File: src/rtl/pipe_ctrl_pkg.sv
// Shared types and constants for the pipeline stall/flush sequencer.
// Holds the FSM state encoding, the flush counter width and the bundle of
// per-cycle control outputs, so the top-level decision logic can select
// whole control patterns instead of assigning six bits one at a time.
package pipe_ctrl_pkg;

   localparam int FLUSH_CNT_W = 4;

   typedef enum logic [1:0] {
      RUN      = 2'd0,
      FLUSH    = 2'd1,
      MEM_WAIT = 2'd2
   } pipe_state_e;

   // One cycle's worth of stage-register enables and NOP-mux selects.
   typedef struct packed {
      logic pc_en;
      logic ifid_en;
      logic idex_en;
      logic exmem_en;
      logic kill_if;
      logic kill_dec;
   } pipe_ctrl_t;

   // Free-running pipeline: every register latches, nothing is killed.
   localparam pipe_ctrl_t CTRL_RUN    = '{1'b1, 1'b1, 1'b1, 1'b1, 1'b0, 1'b0};
   // Data-memory wait: every register holds, no bubbles are inserted.
   localparam pipe_ctrl_t CTRL_FREEZE = '{1'b0, 1'b0, 1'b0, 1'b0, 1'b0, 1'b0};
   // Wrong-path squash: keep moving but replace IF and DEC with NOPs.
   localparam pipe_ctrl_t CTRL_FLUSH  = '{1'b1, 1'b1, 1'b1, 1'b1, 1'b1, 1'b1};
   // Load-use bubble: hold PC and IF/ID, push a NOP into ID/EX.
   localparam pipe_ctrl_t CTRL_BUBBLE = '{1'b0, 1'b0, 1'b1, 1'b1, 1'b0, 1'b1};
   // Under reset: nothing latches and both decode muxes select NOP.
   localparam pipe_ctrl_t CTRL_RESET  = '{1'b0, 1'b0, 1'b0, 1'b0, 1'b1, 1'b1};

endpackage : pipe_ctrl_pkg

File: src/rtl/load_use_detect.sv
// Load-use hazard detector: flags when the load sitting in ID/EX writes a
// register that the instruction in IF/ID reads. x0 never creates a hazard
// because writes to it are discarded.
module load_use_detect
   import pipe_ctrl_pkg::*;
(
   input  logic       idex_mem_read_i,
   input  logic [4:0] idex_rd_i,
   input  logic [4:0] ifid_rs1_i,
   input  logic [4:0] ifid_rs2_i,
   output logic       hazard_o
);

   logic rd_nonzero;
   logic rs_match;

   assign rd_nonzero = (idex_rd_i != 5'd0);
   assign rs_match   = (idex_rd_i == ifid_rs1_i) | (idex_rd_i == ifid_rs2_i);
   assign hazard_o   = idex_mem_read_i & rd_nonzero & rs_match;

endmodule : load_use_detect

File: src/rtl/pipeline_control.sv
// Central stall/flush sequencer for the five-stage RV32I pipeline.
// Every cycle it picks the enables of the PC, IF/ID, ID/EX and EX/MEM
// registers and the kill selects of the decode NOP muxes. Priority, highest
// first: data-memory wait (freeze), branch mispredict (flush), load-use
// (single bubble). Outputs are Mealy: they follow the current inputs in the
// same cycle.
//
// Build option: define PIPE_PERF_EN to get the stall_cycles / flush_events
// performance counters; otherwise both outputs are tied to zero and the
// counter flops are not built. Control behaviour is identical either way.
module pipeline_control
   import pipe_ctrl_pkg::*;
#(
   parameter int FLUSH_DEPTH = 1   // killed cycles per mispredict, 1..15
) (
   input  logic        clk,
   input  logic        rst,
   input  logic [4:0]  ifid_rs1,
   input  logic [4:0]  ifid_rs2,
   input  logic [4:0]  idex_rd,
   input  logic        idex_mem_read,
   input  logic        ex_mispredict,
   input  logic        mem_req_valid,
   input  logic        mem_ready,
   output logic        pc_en,
   output logic        ifid_en,
   output logic        idex_en,
   output logic        exmem_en,
   output logic        kill_IF,
   output logic        kill_DEC,
   output logic [31:0] stall_cycles,
   output logic [31:0] flush_events
);

   // Cycles still to be killed after the mispredict cycle itself.
   localparam logic [FLUSH_CNT_W-1:0] FLUSH_RELOAD = FLUSH_CNT_W'(FLUSH_DEPTH - 1);
   localparam bit MULTI_CYCLE_FLUSH = (FLUSH_DEPTH > 1);

   pipe_state_e             state_q, state_d;
   pipe_state_e             eff_state;
   logic [FLUSH_CNT_W-1:0]  flush_cnt_q, flush_cnt_d;
   logic                    resume_flush_q, resume_flush_d;
   pipe_ctrl_t              ctrl;
   logic                    load_use;
   logic                    freeze;
`ifdef PIPE_PERF_EN
   logic                    stall_evt;
   logic                    flush_evt;
`endif

   load_use_detect u_load_use_detect (
      .idex_mem_read_i (idex_mem_read),
      .idex_rd_i       (idex_rd),
      .ifid_rs1_i      (ifid_rs1),
      .ifid_rs2_i      (ifid_rs2),
      .hazard_o        (load_use)
   );

   // A request that memory does not complete this cycle freezes everything.
   assign freeze = mem_req_valid & ~mem_ready;

   // Next-state and Mealy output decision, strongest trigger first.
   always_comb begin
      // NOTE: every variable gets a default before any branch so no path can
      // leave one unassigned, which would infer a latch.
      state_d        = state_q;
      flush_cnt_d    = flush_cnt_q;
      resume_flush_d = resume_flush_q;
      ctrl           = CTRL_RUN;
`ifdef PIPE_PERF_EN
      stall_evt      = 1'b0;
      flush_evt      = 1'b0;
`endif

      // MEM_WAIT behaves as the state it interrupted once the freeze lifts.
      eff_state = state_q;
      if (state_q == MEM_WAIT) begin
         eff_state = resume_flush_q ? FLUSH : RUN;
      end
      state_d = eff_state;

      if (freeze) begin
         // EX is held, so a pending mispredict stays asserted and is taken on exit.
         ctrl           = CTRL_FREEZE;
         state_d        = MEM_WAIT;
         resume_flush_d = (eff_state == FLUSH);
`ifdef PIPE_PERF_EN
         stall_evt      = 1'b1;
`endif
      end else if (ex_mispredict) begin
         ctrl = CTRL_FLUSH;
`ifdef PIPE_PERF_EN
         flush_evt = 1'b1;
`endif
         if (MULTI_CYCLE_FLUSH) begin
            state_d     = FLUSH;
            flush_cnt_d = FLUSH_RELOAD;
         end else begin
            state_d     = RUN;
            flush_cnt_d = '0;
         end
      end else if (eff_state == FLUSH) begin
         ctrl        = CTRL_FLUSH;
         flush_cnt_d = flush_cnt_q - FLUSH_CNT_W'(1);
         if (flush_cnt_q == FLUSH_CNT_W'(1)) begin
            state_d = RUN;
         end
      end else if (load_use) begin
         // The load advances into EX, so the hazard clears next cycle.
         ctrl = CTRL_BUBBLE;
`ifdef PIPE_PERF_EN
         stall_evt = 1'b1;
`endif
      end

      if (!rst) begin
         ctrl = CTRL_RESET;
      end
   end

   assign pc_en    = ctrl.pc_en;
   assign ifid_en  = ctrl.ifid_en;
   assign idex_en  = ctrl.idex_en;
   assign exmem_en = ctrl.exmem_en;
   assign kill_IF  = ctrl.kill_if;
   assign kill_DEC = ctrl.kill_dec;

   // FSM state, flush countdown and the saved pre-wait state.
   always_ff @(posedge clk or negedge rst) begin
      if (!rst) begin
         state_q        <= RUN;
         flush_cnt_q    <= '0;
         resume_flush_q <= 1'b0;
      end else begin
         // NOTE: non-blocking assignments let every flop sample the values of
         // the same clock edge regardless of statement order.
         state_q        <= state_d;
         flush_cnt_q    <= flush_cnt_d;
         resume_flush_q <= resume_flush_d;
      end
   end

`ifdef PIPE_PERF_EN
   logic [31:0] stall_cycles_q;
   logic [31:0] flush_events_q;

   // Performance counters; both wrap naturally modulo 2^32.
   always_ff @(posedge clk or negedge rst) begin
      if (!rst) begin
         stall_cycles_q <= '0;
         flush_events_q <= '0;
      end else begin
         if (stall_evt) stall_cycles_q <= stall_cycles_q + 32'd1;
         if (flush_evt) flush_events_q <= flush_events_q + 32'd1;
      end
   end

   assign stall_cycles = stall_cycles_q;
   assign flush_events = flush_events_q;
`else
   assign stall_cycles = '0;
   assign flush_events = '0;
`endif

endmodule : pipeline_control

File: config.mk
export PLATFORM = sky130hd
export DESIGN_NAME = pipeline_control
export DESIGN_NICKNAME = d
export VERILOG_FILES = /design/src/rtl/pipe_ctrl_pkg.sv /design/src/rtl/load_use_detect.sv /design/src/rtl/pipeline_control.sv
export SDC_FILE = /design/constraint.sdc
export NUM_CORES = 1
export LEC_CHECK = 0
export CAP_MARGIN = 0
export CORE_MARGIN = 1.5
export CORE_UTILIZATION = 29
export CTS_BUF_LIST = sky130_fd_sc_hd__clkbuf_16
export DETAILED_ROUTE_END_ITERATION = 7
export PLACE_DENSITY = 0.81
export SETUP_SLACK_MARGIN = 0.05
export SYNTH_ARGS = -nofsm -noshare
export SYNTH_HDL_FRONTEND = slang
export SYNTH_HIERARCHICAL = 1
export SYNTH_SLANG_ARGS = --single-unit
File: constraint.sdc
create_clock -name clk -period 1.7 [get_ports clk]
set_clock_uncertainty 0.2 [all_clocks]
set_input_delay 0.34 -clock clk [delete_from_list [all_inputs] [get_ports clk]]
set_output_delay 0.34 -clock clk [all_outputs]
set_load 0.1 [all_outputs]
Word-level counts from Yosys, hierarchy flattened --
Index checks and enable logic that the tools add are counted. Widths: inputs -> output; s select.
Word-level totals: register bits after elaboration 7, input port bits 21, output and inout port bits 70, word-level logic and storage cells 31
Operators by class: add/sub/neg operators 1, eq/ne operators 5, mux-type cells 13, bitwise gates (word level) 6, reduce and logical (&&, ||, !) cells 3
Operator list (count):
- $mux 6 | 5
- $eq 5x5->1 | 2
- $mux 2 | 5
- $mux 4 | 2
- $reduce_bool 5->1 | 1
- $eq 4x1->1 const B | 1
- $sub 4x1->4 const B | 1
- $and 1x1->1 | 3
- $eq 2x1->1 const B | 1
- $eq 2x2->1 const B | 1
- $not 1->1 | 2
- $reduce_and 2->1 | 1
- $reduce_bool 2->1 | 1
- $mux 1 | 1
- $or 1x1->1 | 1

Longest topological paths before layout --
depth in word-level cells 8, depth in mapped cells 6

Hierarchy --
Netlist, hierarchy kept.
By module, submodules not included:
- pipeline_control | times used 1, cells each 116, area an instance 937.1 sq um
- load_use_detect | times used 1, cells each 17, area an instance 125.1 sq um

Worst setup path after synthesis --
Ideal clock, no wire load.
path type input to output, start point in mem_ready, end point out pc_en, arrival 4.237 ns, required time 1.160 ns, setup slack -3.077 ns, cell stages on the path 4, path through nand2b_1 > and2_1 > a21boi_0 > buf_4
On the way: cells in the longest elaborated chain, start to end 4
RTL lines:
- from (decl) | RTL line pipeline_control.sv:24 | input logic mem_ready,
- $not 1->1 | RTL line pipeline_control.sv:60 | assign freeze = mem_req_valid & ~mem_ready;
- $and 1x1->1 | RTL line pipeline_control.sv:60
- $mux 6 | RTL line pipeline_control.sv:82 | if (freeze) begin
- $mux 6 | RTL line pipeline_control.sv:116 | if (!rst) begin
- to (decl) | RTL line pipeline_control.sv:25 | output logic pc_en,
No other way between the ends.

Worst setup path in the final report --
start point in idex_rd[2], end point out ifid_en
On the way: cells in the longest elaborated chain, start to end 8
RTL lines:
- from (decl) | RTL line pipeline_control.sv:20 | input logic [4:0] idex_rd,
- $eq 5x5->1 or $reduce_bool 5->1 (tied branches) | RTL line load_use_detect.sv:18, load_use_detect.sv:17
- $or 1x1->1 or $and 1x1->1 (tied branches) | RTL line load_use_detect.sv:18, load_use_detect.sv:19
- $and 1x1->1 (*) | RTL line load_use_detect.sv:19 | assign hazard_o = idex_mem_read_i & rd_nonzero & rs_match;
- net load_use | RTL line pipeline_control.sv:44 | logic load_use;
- $mux 6 (*) | RTL line pipeline_control.sv:108 | end else if (load_use) begin
- $mux 6 (*) | RTL line pipeline_control.sv:102 | end else if (eff_state == FLUSH) begin
- $mux 6 (*) | RTL line pipeline_control.sv:90 | end else if (ex_mispredict) begin
- $mux 6 (*) | RTL line pipeline_control.sv:82
- $mux 6 (*) | RTL line pipeline_control.sv:116
- to (decl) | RTL line pipeline_control.sv:26 | output logic ifid_en,
The timed path passes the listed nets; every way through them passes the cells marked *.

==> implementation parameters <==
Parameter                              Value

Global routing
  Gr ovfl total ... 0
  Antenna violations before repair ... 0
  Wire length of the first global-routing pass ... 3020 um
  Number of global-route vias before repair ... between 700 and 800
  Maximum number of pins on one net before global-route repair ... 9
  Overall global routing resource usage ... under 10%

Clocking
  Clock latency of the later-clocked register in the worst-skew pair ... approximately 0.23 ns
  Level count of the clock H-tree ... 1
  Total CTS buffers ... 3
  Root Driver ... clkbuf_16
  TritonCTS Sinks ... 7
  Clock-pin slew on the worst setup and hold paths ... 0.04 ns
  Buffer levels on the longest clock path ... 2
  Clock tree from TritonCTS ... yes

Final layout
  Final core utilization ... between 40 and 50%
  Antenna diodes ... 0
  Share of layout cells above drive strength 1 ... between 20% and 30%
  Layout Cell Area excl Fill ... 1510 um^2
  Final layout net count ... roughly 200
  Relative area change from synthesis to final layout ... 42.0%

Synth
  Post-Syn Area per Cell ... approximately 8 um^2
  Xor and xnor area share after synthesis ... slightly above 8%
  Compound-cell area share of the yosys netlist ... 7.30%
  Post-synthesis register bit count ... 7
  Multiplexer share of the synthesized area ... under 10%
  Portion of the post-synthesis area used by sequential elements ... approximately 16%
  Gate count of the mapped netlist ... ~130
  Number of distinct library cell variants in the gate-level netlist after synthesis ... 30
  Adder and majority gate portion of the synthesized area ... 2.36%
  Largest family of logic cells by synthesized area ... buffers and inverters
  Synth area leader ... buf_4
  Post-Synth Simple-Gate Area ... 15.0%
  Area of the mapped netlist ... between 1000 and 1500 um^2
  Main area contributors after synthesis ... buf_4, dfrtp_1, xor2_1
  Yosys warns ... 6
  Fraction of post-synthesis cell area in the top cell type by area ... a little under half

Floorplan
  Initial Util ... between 30% and 40%
  Num ports ... 91
  Die H ... approximately 64 um
  Placeable Area ... about 3400 um^2
  Std-Cell Rows ... 21
  Die ar. ... approximately 4000 um^2
  Die W ... around 64 um

Critical path
  Maximum fanout along the worst path ... 2
  Required time at the worst-slack endpoint ... 1.16 ns
  Worst setup path class ... input port to output pin
  Worst setup SP type ... input port
  Worst Setup End Kind ... output pin
  Arrival time worst endpoint ... 1.74 ns

Detailed routing
  First-pass iteration count of the detailed router ... 4
  Number of antenna-violating nets in the routed design ... 0
  DRC violation total after the first TritonRoute iteration ... 43
  Detail-routed net length per standard cell ... around 9.4 um
  Post-route DRC ... 0
  Vias/cell ... roughly 3.7
  Overall via count from detail_route ... about 840
  Routed wire length ... between 2000 and 2500 um

Place
  Post-place instance area ... 1310 um^2
  Gp weighted congestion ... 0.804
  Number of input and output port buffers inserted ... 26
  Hpwl dp ... roughly 1500 um

STA
  Unrepaired setup endpoints after global routing ... true
  Highest attainable clock frequency ... roughly 0.44 GHz
  Final number of max-transition violations ... 0
  Worst setup margin ... -0.579 ns
  Min Hold Slack ... approximately 0.38 ns
  Hold violation count in the final report ... 0
  Final critical path time including I/O delays and setup ... around 2.3 ns
  Final worst path period share ... 134%
  Final setup vio count ... 4

Power
  Max VDD drop ... 444 uV
  Leak Pwr ... approximately 0.76 nW
  Pwr per Cell Area ... between 900 and 1000 nW/um^2

Outcome
  Outcome ... finished, violations left
  Violated checks ... negative setup slack

Min path
  Hold Path Class ... flip-flop to flip-flop

Flow run
  Maximum Capacitance Violations ... 0
[logic make-up after synthesis]
kind of cell,after synthesis
flip-flops,7
XOR/XNOR,10
buffers and inverters,70
AND/OR/NAND/NOR,28
AO/OA/AOI/OAI,13
adder cells (fa/ha/maj),2
other,1
multiplexers,2
[registers in the layout, indices dropped and copies added (netlist names)]
name,flops
flush_cnt_q,4
resume_flush_q,1
state_q,2
[cells in the final DEF, fill, tap and decap left out, types with 2 or more instances in the layout]
cell type         n
o21ai_1           2
o21ai_4           3
xor2_1            6
dlygate4sd2_1     7
buf_4            15
ha_1              2
nor2_1            4
xnor2_1           4
clkbuf_16         3
dfrtp_1           7
inv_1             3
buf_6             8
nor3_2            3
nand3_1           2
buf_12            6
clkdlybuf4s50_1   5
conb_1           64
nand2_1           6
buf_2             3
[per-layer routing]
layer	vias up	track usage, %	share of wire [%]
met5	-	0	0
met4	0	7.34	2.7
met3	4	1.79	8.8
met2	57	19.2	56
met1	382	8.59	32
li1	393	-	-
[path summary, 6_finish.rpt]
path / from / slack (ns) / cells past startpoint / to
worst max register to register: state_q[0] / 0.18 / 4 / flush_cnt_q[3]
min in group asynchronous: rst / 0.62 / 3 / flush_cnt_q[2]
worst max-delay path: idex_rd[2] / -0.58 / 7 / ifid_en
worst min register to register: flush_cnt_q[3] / 0.38 / 2 / flush_cnt_q[3]
max in group asynchronous: rst / 0.42 / 3 / flush_cnt_q[0]
worst min-delay path: flush_cnt_q[3] / 0.38 / 2 / flush_cnt_q[3]
[synthesized netlist by cell type]
| cell | instances |
|---|---|
| nor4_1 | 1 |
| buf_4 | 67 |
| a21boi_0 | 1 |
| nand3_1 | 2 |
| xnor2_1 | 4 |
| mux2i_1 | 2 |
| o22ai_1 | 1 |
| ha_1 | 2 |
| xor2_1 | 6 |
| nor2b_1 | 1 |
| nand4b_1 | 1 |
| dfrtp_1 | 7 |
| nor3_1 | 4 |
| inv_1 | 2 |
| conb_1 | 1 |
| a31oi_1 | 1 |
| clkbuf_1 | 1 |
| a22o_1 | 1 |
| a32oi_1 | 1 |
| nor4b_4 | 1 |
| or4_1 | 1 |
| nand2b_1 | 2 |
| and2_1 | 1 |
| a21oi_1 | 2 |
| and3_1 | 1 |
| o21ai_0 | 3 |
| nand2_1 | 8 |
| o21ai_1 | 3 |
| or3_1 | 1 |
| nor2_1 | 4 |
[final cells by class]
type	count	area (um^2)
sequential	7	175
tap	46	57.6
timing repair buffer	47	480
multi-input combinational	119	709
inverter	2	7.51
fill	342	1910
clock inverter	1	3.75
clock buffer	3	75.1
[worst max-delay path, stage by stage]
cell,delay (ns)
buf_6,0.09
or4_4,0.54
o21ai_4,0.15
a21oi_2,0.06
buf_4,0.14
a21boi_4,0.21
buf_12,0.20
[timing repair]
item | in CTS | in global routing
gates resized for setup | 51 | 5
pin swaps | 13 | 6
endpoints found under the setup margin | 6 | 8
hold buffers | 1 | 0
buffers inserted | 4 | 2
endpoints found under the hold margin | 7 | 0
gates cloned | 0 | 0
[metrics by stage]
step | power [mW] | TNS, ns | instances | setup WS [ns]
final | 1.46 | -1.86 | 225 | -0.579
after global routing | 1.49 | -2.07 | 225 | -0.620
after CTS | 1.46 | -1.78 | 223 | -0.550
after detailed placement | 1.04 | -3.98 | 214 | -0.938
after global placement | 1.03 | -3.83 | 214 | -0.879
after floorplan | 1.04 | -1.76 | 196 | -0.782
[report_power, final]
| group | total, mW | internal (mW) | switching, mW |
|---|---|---|---|
| clock | 0.402 | 0.306 | 0.0952 |
| combinational | 0.886 | 0.128 | 0.758 |
| sequential | 0.171 | 0.169 | 0.00181 |
| total | 1.46 | 0.603 | 0.855 |
(Power assumes the default switching activity.)
